<file path="src/rtl/ctrl_pipe_hazard_pkg.sv">
// ----------------------------------------------------------------------------
// ctrl_pipe_hazard_pkg
//   Definitions shared by the decoder and the control pipeline.
//   - ALUOp encodings driven by the decoder on id_alu_op.
//   - ctrl_t: the decoded control bundle. Its packed field order fixes the
//     bit positions when the bundle is stored in a pipeline register.
//     reg_write is bit 0 and alu_op occupies the two MSBs.
//   - CTRL_W: the bundle width. CTRL_BUBBLE: the all-inactive bundle.
// ----------------------------------------------------------------------------
package ctrl_pipe_hazard_pkg;

    localparam logic [1:0] ALU_ADD    = 2'b00;
    localparam logic [1:0] ALU_SUB    = 2'b01;
    localparam logic [1:0] ALU_R_TYPE = 2'b10;

    typedef struct packed {
        logic [1:0] alu_op;
        logic       alu_src;
        logic       branch;
        logic       jump;
        logic       mem_read;
        logic       mem_write;
        logic       mem_2_reg;
        logic       reg_write;
    } ctrl_t;

    localparam int CTRL_W = $bits(ctrl_t);

    localparam ctrl_t CTRL_BUBBLE = '{alu_op: ALU_ADD, default: 1'b0};

endpackage

</file>
<file path="src/rtl/ctrl_pipe_hazard_if.sv">
// ----------------------------------------------------------------------------
// ctrl_pipe_hazard_if
//   Decoder-to-pipeline control bus. It carries one decoded instruction from
//   the ID stage.
//   master : decoder side, which drives every signal.
//   slave  : control pipeline side, which samples every signal.
//   Signals:
//     id_valid      ID holds a real instruction (0 = bubble)
//     id_alu_op     ALUOp (see ctrl_pipe_hazard_pkg)
//     id_alu_src, id_branch, id_jump, id_mem_read, id_mem_write,
//     id_mem_2_reg, id_reg_write   single-bit decoded controls
//     id_rs1, id_rs2  source register indices
//     id_rd           destination register index
// ----------------------------------------------------------------------------
interface ctrl_pipe_hazard_if #(
    parameter int REG_ADDR_W = 5
);
    logic                  id_valid;
    logic [1:0]            id_alu_op;
    logic                  id_alu_src;
    logic                  id_branch;
    logic                  id_jump;
    logic                  id_mem_read;
    logic                  id_mem_write;
    logic                  id_mem_2_reg;
    logic                  id_reg_write;
    logic [REG_ADDR_W-1:0] id_rs1;
    logic [REG_ADDR_W-1:0] id_rs2;
    logic [REG_ADDR_W-1:0] id_rd;

    modport master (
        output id_valid, id_alu_op, id_alu_src, id_branch, id_jump,
               id_mem_read, id_mem_write, id_mem_2_reg, id_reg_write,
               id_rs1, id_rs2, id_rd
    );

    modport slave (
        input  id_valid, id_alu_op, id_alu_src, id_branch, id_jump,
               id_mem_read, id_mem_write, id_mem_2_reg, id_reg_write,
               id_rs1, id_rs2, id_rd
    );
endinterface

</file>
<file path="src/rtl/ctrl_pipe_hazard_stage_reg.sv">
// ----------------------------------------------------------------------------
// ctrl_stage_reg
//   A single pipeline register for a control bundle.
//   An all-zero word is a bubble: every control is inactive and rd is 0.
//   Ports:
//     clk     core clock (rising edge)
//     arst_n  asynchronous reset, active low. Reset loads a bubble.
//     en      capture d at the next edge
//     bubble  synchronous bubble insert. It overrides en.
//     d, q    W-bit stage input and registered output
// ----------------------------------------------------------------------------
module ctrl_stage_reg #(
    parameter int W = 8
) (
    input  logic         clk,
    input  logic         arst_n,
    input  logic         en,
    input  logic         bubble,
    input  logic [W-1:0] d,
    output logic [W-1:0] q
);

    // NOTE: state is updated with non-blocking assignments only, so every
    // stage samples its neighbour's pre-edge value and the pipe shifts by
    // exactly one stage per clock.
    always_ff @(posedge clk or negedge arst_n) begin
        if (!arst_n) begin
            q <= '0;
        end else if (bubble) begin
            q <= '0;
        end else if (en) begin
            q <= d;
        end
    end

endmodule

</file>
<file path="src/rtl/ctrl_pipe_hazard.sv">
// ----------------------------------------------------------------------------
// ctrl_pipe_hazard
//   Control pipeline that receives the decoder's bundles. It carries the
//   controls through ID/EX, EX/MEM and MEM/WB, detects load-use hazards, and
//   handles taken branch/jump redirects.
//   Ports:
//     clk, arst_n     clock and asynchronous active-low reset
//     id_bus          decoded ID-stage bundle (slave side)
//     ex_redirect     EX resolved a taken branch or jump this cycle
//     pc_write        0 freezes the PC             (combinational)
//     if_id_write     0 freezes IF/ID              (combinational)
//     if_id_flush     1 clears IF/ID at next edge  (combinational)
//     ex_*            EX-stage controls and destination   (registered)
//     mem_*           MEM-stage controls and destination  (registered)
//     wb_*            WB-stage controls and destination   (registered)
//     stall_cnt       load-use stall cycles since reset; wraps
//     flush_cnt       redirect flushes since reset; wraps
// ----------------------------------------------------------------------------
module ctrl_pipe_hazard
    import ctrl_pipe_hazard_pkg::*;
#(
    parameter int REG_ADDR_W = 5,
    parameter int CNT_W      = 16
) (
    input  logic                  clk,
    input  logic                  arst_n,
    ctrl_pipe_hazard_if.slave     id_bus,
    input  logic                  ex_redirect,
    output logic                  pc_write,
    output logic                  if_id_write,
    output logic                  if_id_flush,
    output logic [1:0]            ex_alu_op,
    output logic                  ex_alu_src,
    output logic                  ex_branch,
    output logic                  ex_jump,
    output logic [REG_ADDR_W-1:0] ex_rd,
    output logic                  mem_mem_read,
    output logic                  mem_mem_write,
    output logic                  mem_reg_write,
    output logic [REG_ADDR_W-1:0] mem_rd,
    output logic                  wb_mem_2_reg,
    output logic                  wb_reg_write,
    output logic [REG_ADDR_W-1:0] wb_rd,
    output logic [CNT_W-1:0]      stall_cnt,
    output logic [CNT_W-1:0]      flush_cnt
);

    localparam int ID_EX_W  = CTRL_W + REG_ADDR_W;
    localparam int EX_MEM_W = 4 + REG_ADDR_W;
    localparam int MEM_WB_W = 2 + REG_ADDR_W;

    ctrl_t                 id_ctrl;
    ctrl_t                 ex_ctrl;
    logic [ID_EX_W-1:0]    id_ex_d;
    logic [ID_EX_W-1:0]    id_ex_q;
    logic [EX_MEM_W-1:0]   ex_mem_d;
    logic [EX_MEM_W-1:0]   ex_mem_q;
    logic [MEM_WB_W-1:0]   mem_wb_d;
    logic [MEM_WB_W-1:0]   mem_wb_q;
    logic                  mem_mem_2_reg;
    logic                  hz;
    logic                  stall;
    logic                  id_ex_bubble;

    assign id_ctrl = '{
        alu_op:    id_bus.id_alu_op,
        alu_src:   id_bus.id_alu_src,
        branch:    id_bus.id_branch,
        jump:      id_bus.id_jump,
        mem_read:  id_bus.id_mem_read,
        mem_write: id_bus.id_mem_write,
        mem_2_reg: id_bus.id_mem_2_reg,
        reg_write: id_bus.id_reg_write
    };

    // The load in EX has not produced its data yet. An ID instruction that
    // reads that register must wait one cycle. Register 0 is never a real
    // dependency.
    assign hz = ex_ctrl.mem_read
              & (ex_rd != '0)
              & ((ex_rd == id_bus.id_rs1) | (ex_rd == id_bus.id_rs2))
              & id_bus.id_valid;

    // The redirect discards the ID instruction, so a hazard on that
    // instruction is moot. The redirect wins over the stall.
    assign stall        = hz & ~ex_redirect;
    assign id_ex_bubble = ~id_bus.id_valid | stall | ex_redirect;

    // NOTE: the hazard controls are continuous assignments from the current
    // state and inputs. Registering them would freeze the PC one cycle too
    // late.
    assign pc_write    = ~stall;
    assign if_id_write = ~stall;
    assign if_id_flush = ex_redirect;

    // ID/EX
    assign id_ex_d = {id_ctrl, id_bus.id_rd};

    ctrl_stage_reg #(.W(ID_EX_W)) u_id_ex (
        .clk    (clk),
        .arst_n (arst_n),
        .en     (1'b1),
        .bubble (id_ex_bubble),
        .d      (id_ex_d),
        .q      (id_ex_q)
    );

    assign {ex_ctrl, ex_rd} = id_ex_q;
    assign ex_alu_op  = ex_ctrl.alu_op;
    assign ex_alu_src = ex_ctrl.alu_src;
    assign ex_branch  = ex_ctrl.branch;
    assign ex_jump    = ex_ctrl.jump;

    // EX/MEM: only the controls still needed downstream are carried. The
    // redirecting instruction itself moves on normally.
    assign ex_mem_d = {ex_ctrl.mem_read, ex_ctrl.mem_write,
                       ex_ctrl.mem_2_reg, ex_ctrl.reg_write, ex_rd};

    ctrl_stage_reg #(.W(EX_MEM_W)) u_ex_mem (
        .clk    (clk),
        .arst_n (arst_n),
        .en     (1'b1),
        .bubble (1'b0),
        .d      (ex_mem_d),
        .q      (ex_mem_q)
    );

    assign {mem_mem_read, mem_mem_write, mem_mem_2_reg,
            mem_reg_write, mem_rd} = ex_mem_q;

    // MEM/WB
    assign mem_wb_d = {mem_mem_2_reg, mem_reg_write, mem_rd};

    ctrl_stage_reg #(.W(MEM_WB_W)) u_mem_wb (
        .clk    (clk),
        .arst_n (arst_n),
        .en     (1'b1),
        .bubble (1'b0),
        .d      (mem_wb_d),
        .q      (mem_wb_q)
    );

    assign {wb_mem_2_reg, wb_reg_write, wb_rd} = mem_wb_q;

    // Event counters. They wrap naturally at 2^CNT_W.
    always_ff @(posedge clk or negedge arst_n) begin
        if (!arst_n) begin
            stall_cnt <= '0;
            flush_cnt <= '0;
        end else begin
            if (stall) begin
                stall_cnt <= stall_cnt + 1'b1;
            end
            if (ex_redirect) begin
                flush_cnt <= flush_cnt + 1'b1;
            end
        end
    end

endmodule
</file>
<file path="src/flat_wrapper.sv">
// flat-port wrapper written by rule: the top's interface ports become plain ports
module ctrl_pipe_hazard_flat import ctrl_pipe_hazard_pkg::*;
#(
    parameter int REG_ADDR_W = 5,
    parameter int CNT_W      = 16
)
  (clk, arst_n, ex_redirect, pc_write, if_id_write, if_id_flush, ex_alu_op, ex_alu_src, ex_branch, ex_jump, ex_rd, mem_mem_read, mem_mem_write, mem_reg_write, mem_rd, wb_mem_2_reg, wb_reg_write, wb_rd, stall_cnt, flush_cnt, id_bus_id_valid, id_bus_id_alu_op, id_bus_id_alu_src, id_bus_id_branch, id_bus_id_jump, id_bus_id_mem_read, id_bus_id_mem_write, id_bus_id_mem_2_reg, id_bus_id_reg_write, id_bus_id_rs1, id_bus_id_rs2, id_bus_id_rd);
  ctrl_pipe_hazard_if #(.REG_ADDR_W(REG_ADDR_W)) id_bus_i ();
  input  logic clk;
  input  logic arst_n;
  input  logic ex_redirect;
  output logic pc_write;
  output logic if_id_write;
  output logic if_id_flush;
  output logic [1:0] ex_alu_op;
  output logic ex_alu_src;
  output logic ex_branch;
  output logic ex_jump;
  output logic [REG_ADDR_W-1:0] ex_rd;
  output logic mem_mem_read;
  output logic mem_mem_write;
  output logic mem_reg_write;
  output logic [REG_ADDR_W-1:0] mem_rd;
  output logic wb_mem_2_reg;
  output logic wb_reg_write;
  output logic [REG_ADDR_W-1:0] wb_rd;
  output logic [CNT_W-1:0] stall_cnt;
  output logic [CNT_W-1:0] flush_cnt;
  input wire logic [$bits(id_bus_i.id_valid)-1:0] id_bus_id_valid;
  input wire logic [$bits(id_bus_i.id_alu_op)-1:0] id_bus_id_alu_op;
  input wire logic [$bits(id_bus_i.id_alu_src)-1:0] id_bus_id_alu_src;
  input wire logic [$bits(id_bus_i.id_branch)-1:0] id_bus_id_branch;
  input wire logic [$bits(id_bus_i.id_jump)-1:0] id_bus_id_jump;
  input wire logic [$bits(id_bus_i.id_mem_read)-1:0] id_bus_id_mem_read;
  input wire logic [$bits(id_bus_i.id_mem_write)-1:0] id_bus_id_mem_write;
  input wire logic [$bits(id_bus_i.id_mem_2_reg)-1:0] id_bus_id_mem_2_reg;
  input wire logic [$bits(id_bus_i.id_reg_write)-1:0] id_bus_id_reg_write;
  input wire logic [$bits(id_bus_i.id_rs1)-1:0] id_bus_id_rs1;
  input wire logic [$bits(id_bus_i.id_rs2)-1:0] id_bus_id_rs2;
  input wire logic [$bits(id_bus_i.id_rd)-1:0] id_bus_id_rd;
  assign id_bus_i.id_valid = id_bus_id_valid;
  assign id_bus_i.id_alu_op = id_bus_id_alu_op;
  assign id_bus_i.id_alu_src = id_bus_id_alu_src;
  assign id_bus_i.id_branch = id_bus_id_branch;
  assign id_bus_i.id_jump = id_bus_id_jump;
  assign id_bus_i.id_mem_read = id_bus_id_mem_read;
  assign id_bus_i.id_mem_write = id_bus_id_mem_write;
  assign id_bus_i.id_mem_2_reg = id_bus_id_mem_2_reg;
  assign id_bus_i.id_reg_write = id_bus_id_reg_write;
  assign id_bus_i.id_rs1 = id_bus_id_rs1;
  assign id_bus_i.id_rs2 = id_bus_id_rs2;
  assign id_bus_i.id_rd = id_bus_id_rd;
  ctrl_pipe_hazard #(.REG_ADDR_W(REG_ADDR_W), .CNT_W(CNT_W)) u_core (.clk(clk), .arst_n(arst_n), .id_bus(id_bus_i), .ex_redirect(ex_redirect), .pc_write(pc_write), .if_id_write(if_id_write), .if_id_flush(if_id_flush), .ex_alu_op(ex_alu_op), .ex_alu_src(ex_alu_src), .ex_branch(ex_branch), .ex_jump(ex_jump), .ex_rd(ex_rd), .mem_mem_read(mem_mem_read), .mem_mem_write(mem_mem_write), .mem_reg_write(mem_reg_write), .mem_rd(mem_rd), .wb_mem_2_reg(wb_mem_2_reg), .wb_reg_write(wb_reg_write), .wb_rd(wb_rd), .stall_cnt(stall_cnt), .flush_cnt(flush_cnt));
endmodule
</file>
<file path="config.mk">
export PLATFORM = sky130hd
export DESIGN_NAME = ctrl_pipe_hazard_flat
export DESIGN_NICKNAME = d
export VERILOG_FILES = /design/src/rtl/ctrl_pipe_hazard_pkg.sv /design/src/rtl/ctrl_pipe_hazard_if.sv /design/src/rtl/ctrl_pipe_hazard_stage_reg.sv /design/src/rtl/ctrl_pipe_hazard.sv /design/src/flat_wrapper.sv
export SDC_FILE = /design/constraint.sdc
export NUM_CORES = 1
export LEC_CHECK = 0
export ABC_AREA = 1
export CORE_MARGIN = 2
export CORE_UTILIZATION = 24
export CTS_CLUSTER_SIZE = 12
export DETAILED_ROUTE_END_ITERATION = 16
export HOLD_SLACK_MARGIN = 0.08
export MAX_ROUTING_LAYER = met4
export SLEW_MARGIN = 40
export SYNTH_ARGS = -nofsm -noshare
export SYNTH_HDL_FRONTEND = slang
export SYNTH_SLANG_ARGS = --single-unit
</file>
<file path="constraint.sdc">
create_clock -name clk -period 2.7 [get_ports clk]
set_input_delay 0.81 -clock clk [delete_from_list [all_inputs] [get_ports clk]]
set_output_delay 0.81 -clock clk [all_outputs]
set_load 0.1 [all_outputs]
</file>
==> results of run 1 <==
-- kinds of logic after synthesis --
family | share of synthesized area (%)
buffers and inverters | 10.2
AND/OR/NAND/NOR | 27.1
XOR/XNOR | 7.83
adder cells (fa/ha/maj) | 0.861
flip-flops | 53.4
multiplexers | 0.387
AO/OA/AOI/OAI | 0.172
-- synth_stat cells --
master     n  share of area, %
o21ai_0    1              0.17
buf_6      2              0.77
xnor2_1   13               3.9
nor3_4     1              0.56
nor3_1     1              0.17
nand2_2    5               1.1
nand4_1    5               1.1
nand3_2    1              0.34
nor2_4     1              0.39
nor3b_1    1              0.26
inv_2      2              0.26
buf_4     15               3.9
xor2_1    13               3.9
nor2_1    41               5.3
nand3_1   28               4.8
ha_1       2              0.86
mux2_2     1              0.39
inv_1     40               5.2
nor2_2     4              0.86
nand2_4    2              0.77
dfrtp_1   62                53
nand2_1   85                11
buf_2      1              0.17
nand3b_1   2              0.52
-- layer usage --
metal / global-route usage, % / vias up
met5: - / -
met2: 16.8 / 82
li1: - / 1171
met3: 4.08 / 8
met4: 4.88 / 0
met1: 13.8 / 1087
-- flip-flops by register name (all words and copies together), names as in the netlist --
name               flops
u_core.u_ex_mem.q      9
u_core.u_mem_wb.q      7
u_core.flush_cnt      16
u_core.u_id_ex.q      14
u_core.stall_cnt      16
-- worst max path at each step --
| stage | from | endpoint | slack (ns) | cells after the start |
|---|---|---|---|---|
| 3_5_place_dp | id_bus_id_rs2[0] | pc_write | -0.15 | 9 |
| 3_3_place_gp | id_bus_id_rs2[4] | if_id_write | -0.11 | 9 |
| 2_1_floorplan | id_bus_id_rs2[0] | pc_write | 0.05 | 9 |
| 5_1_grt | ex_redirect | if_id_write | 0.0009 | 6 |
| 4_1_cts | ex_redirect | pc_write | 0.04 | 6 |
| 6_report | ex_redirect | if_id_write | 0.06 | 6 |
-- cell type report --
| cell class | count | area, um2 | area share (%) |
|---|---|---|---|
| clock inverter | 5 | 58.8 | 1.44 |
| multi-input combinational | 207 | 1070 | 26.3 |
| sequential | 62 | 1550 | 37.9 |
| tap | 147 | 184 | 4.49 |
| clock buffer | 10 | 239 | 5.84 |
| timing repair buffer | 97 | 827 | 20.2 |
| inverter | 42 | 158 | 3.85 |
-- worst reg2reg max path: stages (launching register included) --
cell     delay [ns]
dfrtp_1        0.44
inv_1          0.11
nand2_1        0.07
nand2_1        0.07
nor2_2         0.10
nand3_1        0.08
nand2_2        0.12
nand2_4        0.09
buf_4          0.22
nand2_4        0.17
nor2_1         0.07
-- power by group through the flow --
stage / combinational, W / sequential (W) / clock [W]
floorplan: 0.000198 / 0.00150 / 0
global placement: 0.000806 / 0.00109 / 0
detailed placement: 0.000813 / 0.00109 / 0
CTS: 0.000813 / 0.00107 / 0.00120
global route: 0.000846 / 0.00108 / 0.00124
finish: 0.000810 / 0.00107 / 0.00115
-- what timing repair did --
item | CTS | global route
buffers inserted | 4 | 1
endpoints found under the setup margin | 2 | 2
gates resized for setup | 14 | 3
pin swaps | 9 | 2
-- metrics by stage --
stage | setup TNS (ns) | instance area [um2]
2_1_floorplan | 0 | 2910
3_3_place_gp | -0.224 | 3750
3_5_place_dp | -0.292 | 3750
4_1_cts | 0 | 4080
5_1_grt | 0 | 4090
6_report | 0 | 4090
==> results.cfg, run 1 <==
[status]
outcome = finished clean

[routing]
drt_wl_total_um = 6710
drt-met1-wl_um = 3050
vias = 2348
firstDrtPassIters = 4
drc = 0
top_layer_used = met4
post_drt_wl_per_cell_um = 11.8
met2_length_um = 3160
final_antenna_net_count = 0
drtIter0Drc = 109
via_per_inst = 4.12
wl_met3_um = 427

[floorplanning]
rows = 40
fp.dieH_um = 114
io_pins = 88
die_w_um = 114
core_area_um2 = 11900
start_util_pct = 24.4
fp.dieArea_um2 = 13000

[sta]
rsz0062_at_grt = false
clock.fmax_mhz = 378
slew_headroom_pct = 64.4
hold_viol = 0
period_needed_ns = 2.64
finalMaxSlewViolations = 0
fin_crit_sh_pct = 97.9
skew_ns = 0.00677
whs_ns = 0.346
fin_ws_ns = 0.0569
worst_slew_pin_slew_ns = 0.533
finalSetupViolCount = 0

[global_routing]
overflow = 0
grt_antenna_before_repair = 0
grt_max_degree = 43
grt_pass1_wl_um = 11000
grt_pass1_vias = 2273
track_usage_pct = 11.3

[layout]
layout_commonest_cell = nand2_1
layout_common_cells = 85 x nand2_1, 66 x buf_4, 62 x dfrtp_1
diodes = 0
area_delta_synth_final_pct = 40.8
drive_gt1_share_pct = 25.5
instances_no_fill = 570
post-route-util_pct = 34.4
final_net_count = 449
n_fill_cell = 1218

[clock_tree]
clock_latency_ns = 0.33
cts_made_buffers = 9
clk_pin_slew_worst_paths_ns = 0.05
cts_tree = built
postCtsHoldBufs = 0
cts_sinks = 62
root_buffer = clkbuf_16
h-tree-depth = 3
cts_buffer_depth = 2

[power]
combPwrFrac_pct = 26.7
power_switching_w = 0.00112
internal_power_w = 0.00192
swShare_pct = 36.8
p_leak_nw = 2.18
clockPowerShare_pct = 38.0
finalPower_w = 0.00304
irDropWorstVdd_uv = 490
pwr-share-seq_pct = 35.4
p_per_area_nw_per_um2 = 742

[setup_path]
regToRegSetupSlack_ns = 1.04
crit_slowest_cell = clkdlybuf4s50_1
critPathKind = in -> out
rr_endpoint = u_core.u_id_ex.q[3]$_DFF_PN0_
worst_ep_required_time_ns = 1.89
reg2reg_from = u_core.u_id_ex.q[2]$_DFF_PN0_
cp-start-kind = input pin
slowest_delay_ns = 0.46
crit_family = buffers and inverters
path_cells = clkdlybuf4s50_1 -> nor2_4 -> nand3_2 -> inv_2 -> nand2_4 -> buf_12
cp_data_arrival_time_ns = 1.83
cp.buffers_inverters = 3
rr_worst_depth = 10
cp_max_fo = 3
crit_path_end_kind = output port

[worst_hold_path]
hold-path-endpoint = u_core.u_mem_wb.q[6]$_DFF_PN0_
worstHoldStart = u_core.u_ex_mem.q[6]$_DFF_PN0_
min_path_type = reg -> reg
whs_path_depth = 0

[yosys]
avgSynthCellArea_um2 = 8.83
ys_types = 24
synthCells = 329
netlist_area_um2 = 2910
yosysSeqAreaShare_pct = 53.4
yosys_warnings = 0
synth.ff_latch_count = 62
synth_nets = 359

[job]
drv_cap = 0

[placement]
pre_cts_slack_ns = -0.146
dp_hpwl_um = 4940
port_buffers = 87
place_congestion = 0.876
place_inst = 550
No activity file was read; power rests on OpenSTA's default activity.
==> inputs of run 2 (changes only) <==
--- a/config.mk
+++ b/config.mk
@@ -12,7 +12,7 @@
 export DETAILED_ROUTE_END_ITERATION = 16
 export HOLD_SLACK_MARGIN = 0.08
 export MAX_ROUTING_LAYER = met4
-export SLEW_MARGIN = 40
+export SLEW_MARGIN = 25
 export SYNTH_ARGS = -nofsm -noshare
 export SYNTH_HDL_FRONTEND = slang
 export SYNTH_SLANG_ARGS = --single-unit
==> results of run 2 <==
Final layout, timing and power as in run 1 (identical DEF).
==> inputs of run 3 (changes only) <==
--- a/config.mk
+++ b/config.mk
@@ -5,7 +5,6 @@
 export SDC_FILE = /design/constraint.sdc
 export NUM_CORES = 1
 export LEC_CHECK = 0
-export ABC_AREA = 1
 export CORE_MARGIN = 2
 export CORE_UTILIZATION = 24
 export CTS_CLUSTER_SIZE = 12
==> results.cfg, run 3 <==
[floorplanning]
die_w_um = 108
start_util_pct = 24.8
fp.dieArea_um2 = 11600
io_pins = 88
rows = 37
fp.dieH_um = 108
core_area_um2 = 10400

[status]
outcome = finished, violations left
violations = negative setup slack

[sta]
fin_ws_ns = -0.0366
fin_crit_sh_pct = 101
rsz0062_at_grt = true
worst_slew_pin_slew_ns = 0.644
hold_viol = 0
skew_ns = 0.0122
clock.fmax_mhz = 365
slew_headroom_pct = 57.0
period_needed_ns = 2.74
timing.setup.tns_ns = -0.0728
finalSetupViolCount = 2
finalMaxSlewViolations = 0

[layout]
fin_area_um2 = 3800
instances_no_fill = 440
diodes = 0
drive_gt1_share_pct = 44.4
final_net_count = 329
layout_commonest_cell = buf_4
reg_top3 = u_core.flush_cnt x16, u_core.stall_cnt x16, u_core.u_id_ex.q x14
post-route-util_pct = 36.6
layout_common_cells = 70 x buf_4, 60 x dfrtp_1, 18 x xor2_1
area_delta_synth_final_pct = 47.7

[yosys]
async_flop_share_pct = 100
synthTopCellsByCount = 62 x dfrtp_1, 22 x xnor2_1, 18 x xor2_1, 14 x buf_4, 14 x nand2_1
ys_types = 29
synth.ff_latch_count = 62
synth_nets = 233
yosysTopAreaCell = dfrtp_1
netlist_area_um2 = 2570
yosysSeqAreaShare_pct = 60.3
avgSynthCellArea_um2 = 12.7
synth_top_cell_area_share_pct = 60.3
synthTopCellsByArea = dfrtp_1 60%, xnor2_1 7.5%, xor2_1 6.1%, buf_4 4.1%, and2_2 3.8%
synthCells = 203
yosys_warnings = 0
synth_ff_type = dfrtp_1
synth_edf_count = 0
yosys.cell_count.top_type = dfrtp_1

[routing]
firstDrtPassIters = 4
final_antenna_net_count = 0
drc = 0
drt_wl_total_um = 5850
vias = 1806
drtIter0Drc = 37
post_drt_wl_per_cell_um = 13.3
via_per_inst = 4.10

[setup_path]
crit_path_end_kind = output port
regToRegSetupSlack_ns = 0.72
cp_max_fo = 2
worst_ep_required_time_ns = 1.89
cp-start-kind = input pin
cp_data_arrival_time_ns = 1.93
critPathKind = in -> out

[power]
p_per_area_nw_per_um2 = 738
irDropWorstVdd_uv = 480
finalPower_w = 0.00280
p_leak_nw = 1.90

[placement]
port_buffers = 87
place_congestion = 0.775
dpl-instance-area_um2 = 3540
dp_hpwl_um = 4440
place_inst = 423

[global_routing]
track_usage_pct = 11.1
grt_pass1_wl_um = 9350
overflow = 0
grt_pass1_vias = 1844
grt_max_degree = 26
grt_antenna_before_repair = 0

[clock_tree]
root_buffer = clkbuf_8
cts_tree = built
postCtsHoldBufs = 0
cts_buffer_depth = 2
cts_sinks = 62
cts_made_buffers = 9
h-tree-depth = 3
clock_latency_ns = 0.34
clk_pin_slew_worst_paths_ns = 0.07

[worst_hold_path]
min_path_type = reg -> reg

[job]
drv_cap = 0
-- run 3: cell types whose count changed in the layout (fill, tap and decap cells not counted), sizes merged, moves of 9 or more --
cell         change
nand2           -78
nor2            -42
inv             -41
nand3           -17
and2            +15
buf             +15
dlygate4sd2     -10
xnor2            +9
-- run 3: metal layers --
metal,track usage [%],wire [um],vias up
met1,13.5,2690,853
met2,16.4,2640,72
met4,6.14,176,0
met5,-,0,-
li1,-,-,867
met3,3.27,340,14
-- run 3: worst max-delay path: stages --
cell	delay, ns
clkdlybuf4s15_1	0.19
xnor2_1	0.15
nand2_1	0.08
o22a_1	0.21
nor2_4	0.14
clkinvlp_4	0.15
buf_12	0.19
-- run 3: report_power, final --
part           switching (W)  internal, W
sequential         0.0000776     0.000998
clock               0.000378     0.000522
combinational       0.000618     0.000209
-- run 3: cell type report --
type / instances / area (um2)
inverters: 2 / 11.3
repair buffers: 103 / 883
clock buffers: 9 / 124
clock inverters: 7 / 96.3
flip-flops and latches: 62 / 1550
fillers: 1032 / 6570
well taps: 136 / 170
multi-input cells: 121 / 960
-- run 3: final timing paths --
| kind | start | to | cells after the start |
|---|---|---|---|
| hold / removal | u_core.u_ex_mem.q[6]$_DFF_PN0_ | u_core.u_mem_wb.q[6]$_DFF_PN0_ | 0 |
| hold reg to reg | u_core.u_ex_mem.q[6]$_DFF_PN0_ | u_core.u_mem_wb.q[6]$_DFF_PN0_ | 0 |
| max in group asynchronous | arst_n | u_core.u_ex_mem.q[3]$_DFF_PN0_ | 2 |
| min in group asynchronous | arst_n | u_core.flush_cnt[5]$_DFFE_PN0P_ | 1 |
| setup / recovery | id_bus_id_rs2[1] | pc_write | 7 |
| setup reg to reg | u_core.u_id_ex.q[4]$_DFF_PN0_ | u_core.stall_cnt[14]$_DFFE_PN0P_ | 6 |
-- run 3: logic make-up (layout without fill, tap and decap cells) --
logic type | after synthesis | in the layout | share of synthesized area, %
AOI/OAI and AO/OA | 5 | 5 | 2.29
xor gates and xnor gates | 40 | 40 | 13.6
adders and majority gates | 2 | 2 | 0.973
buffers and inverters | 20 | 121 | 5.60
DFF | 62 | 62 | 60.3
muxes | 2 | 2 | 0.876
and+or+nand+nor | 72 | 72 | 16.3
-- run 3: timing repair --
action,in CTS,in global routing
pin swaps,17,4
gates cloned,0,0
resized for setup,47,4
setup endpoints to repair,2,2
buffers inserted,0,1
hold endpoints to repair,0,0
-- run 3: through the flow --
stage	worst slack [ns]	hold WS [ns]
CTS	-0.0904	0.354
detailed placement	-0.456	0.335
global placement	-0.450	0.333
finish	-0.0366	0.352
global route	-0.112	0.353
floorplan	-0.434	0.331
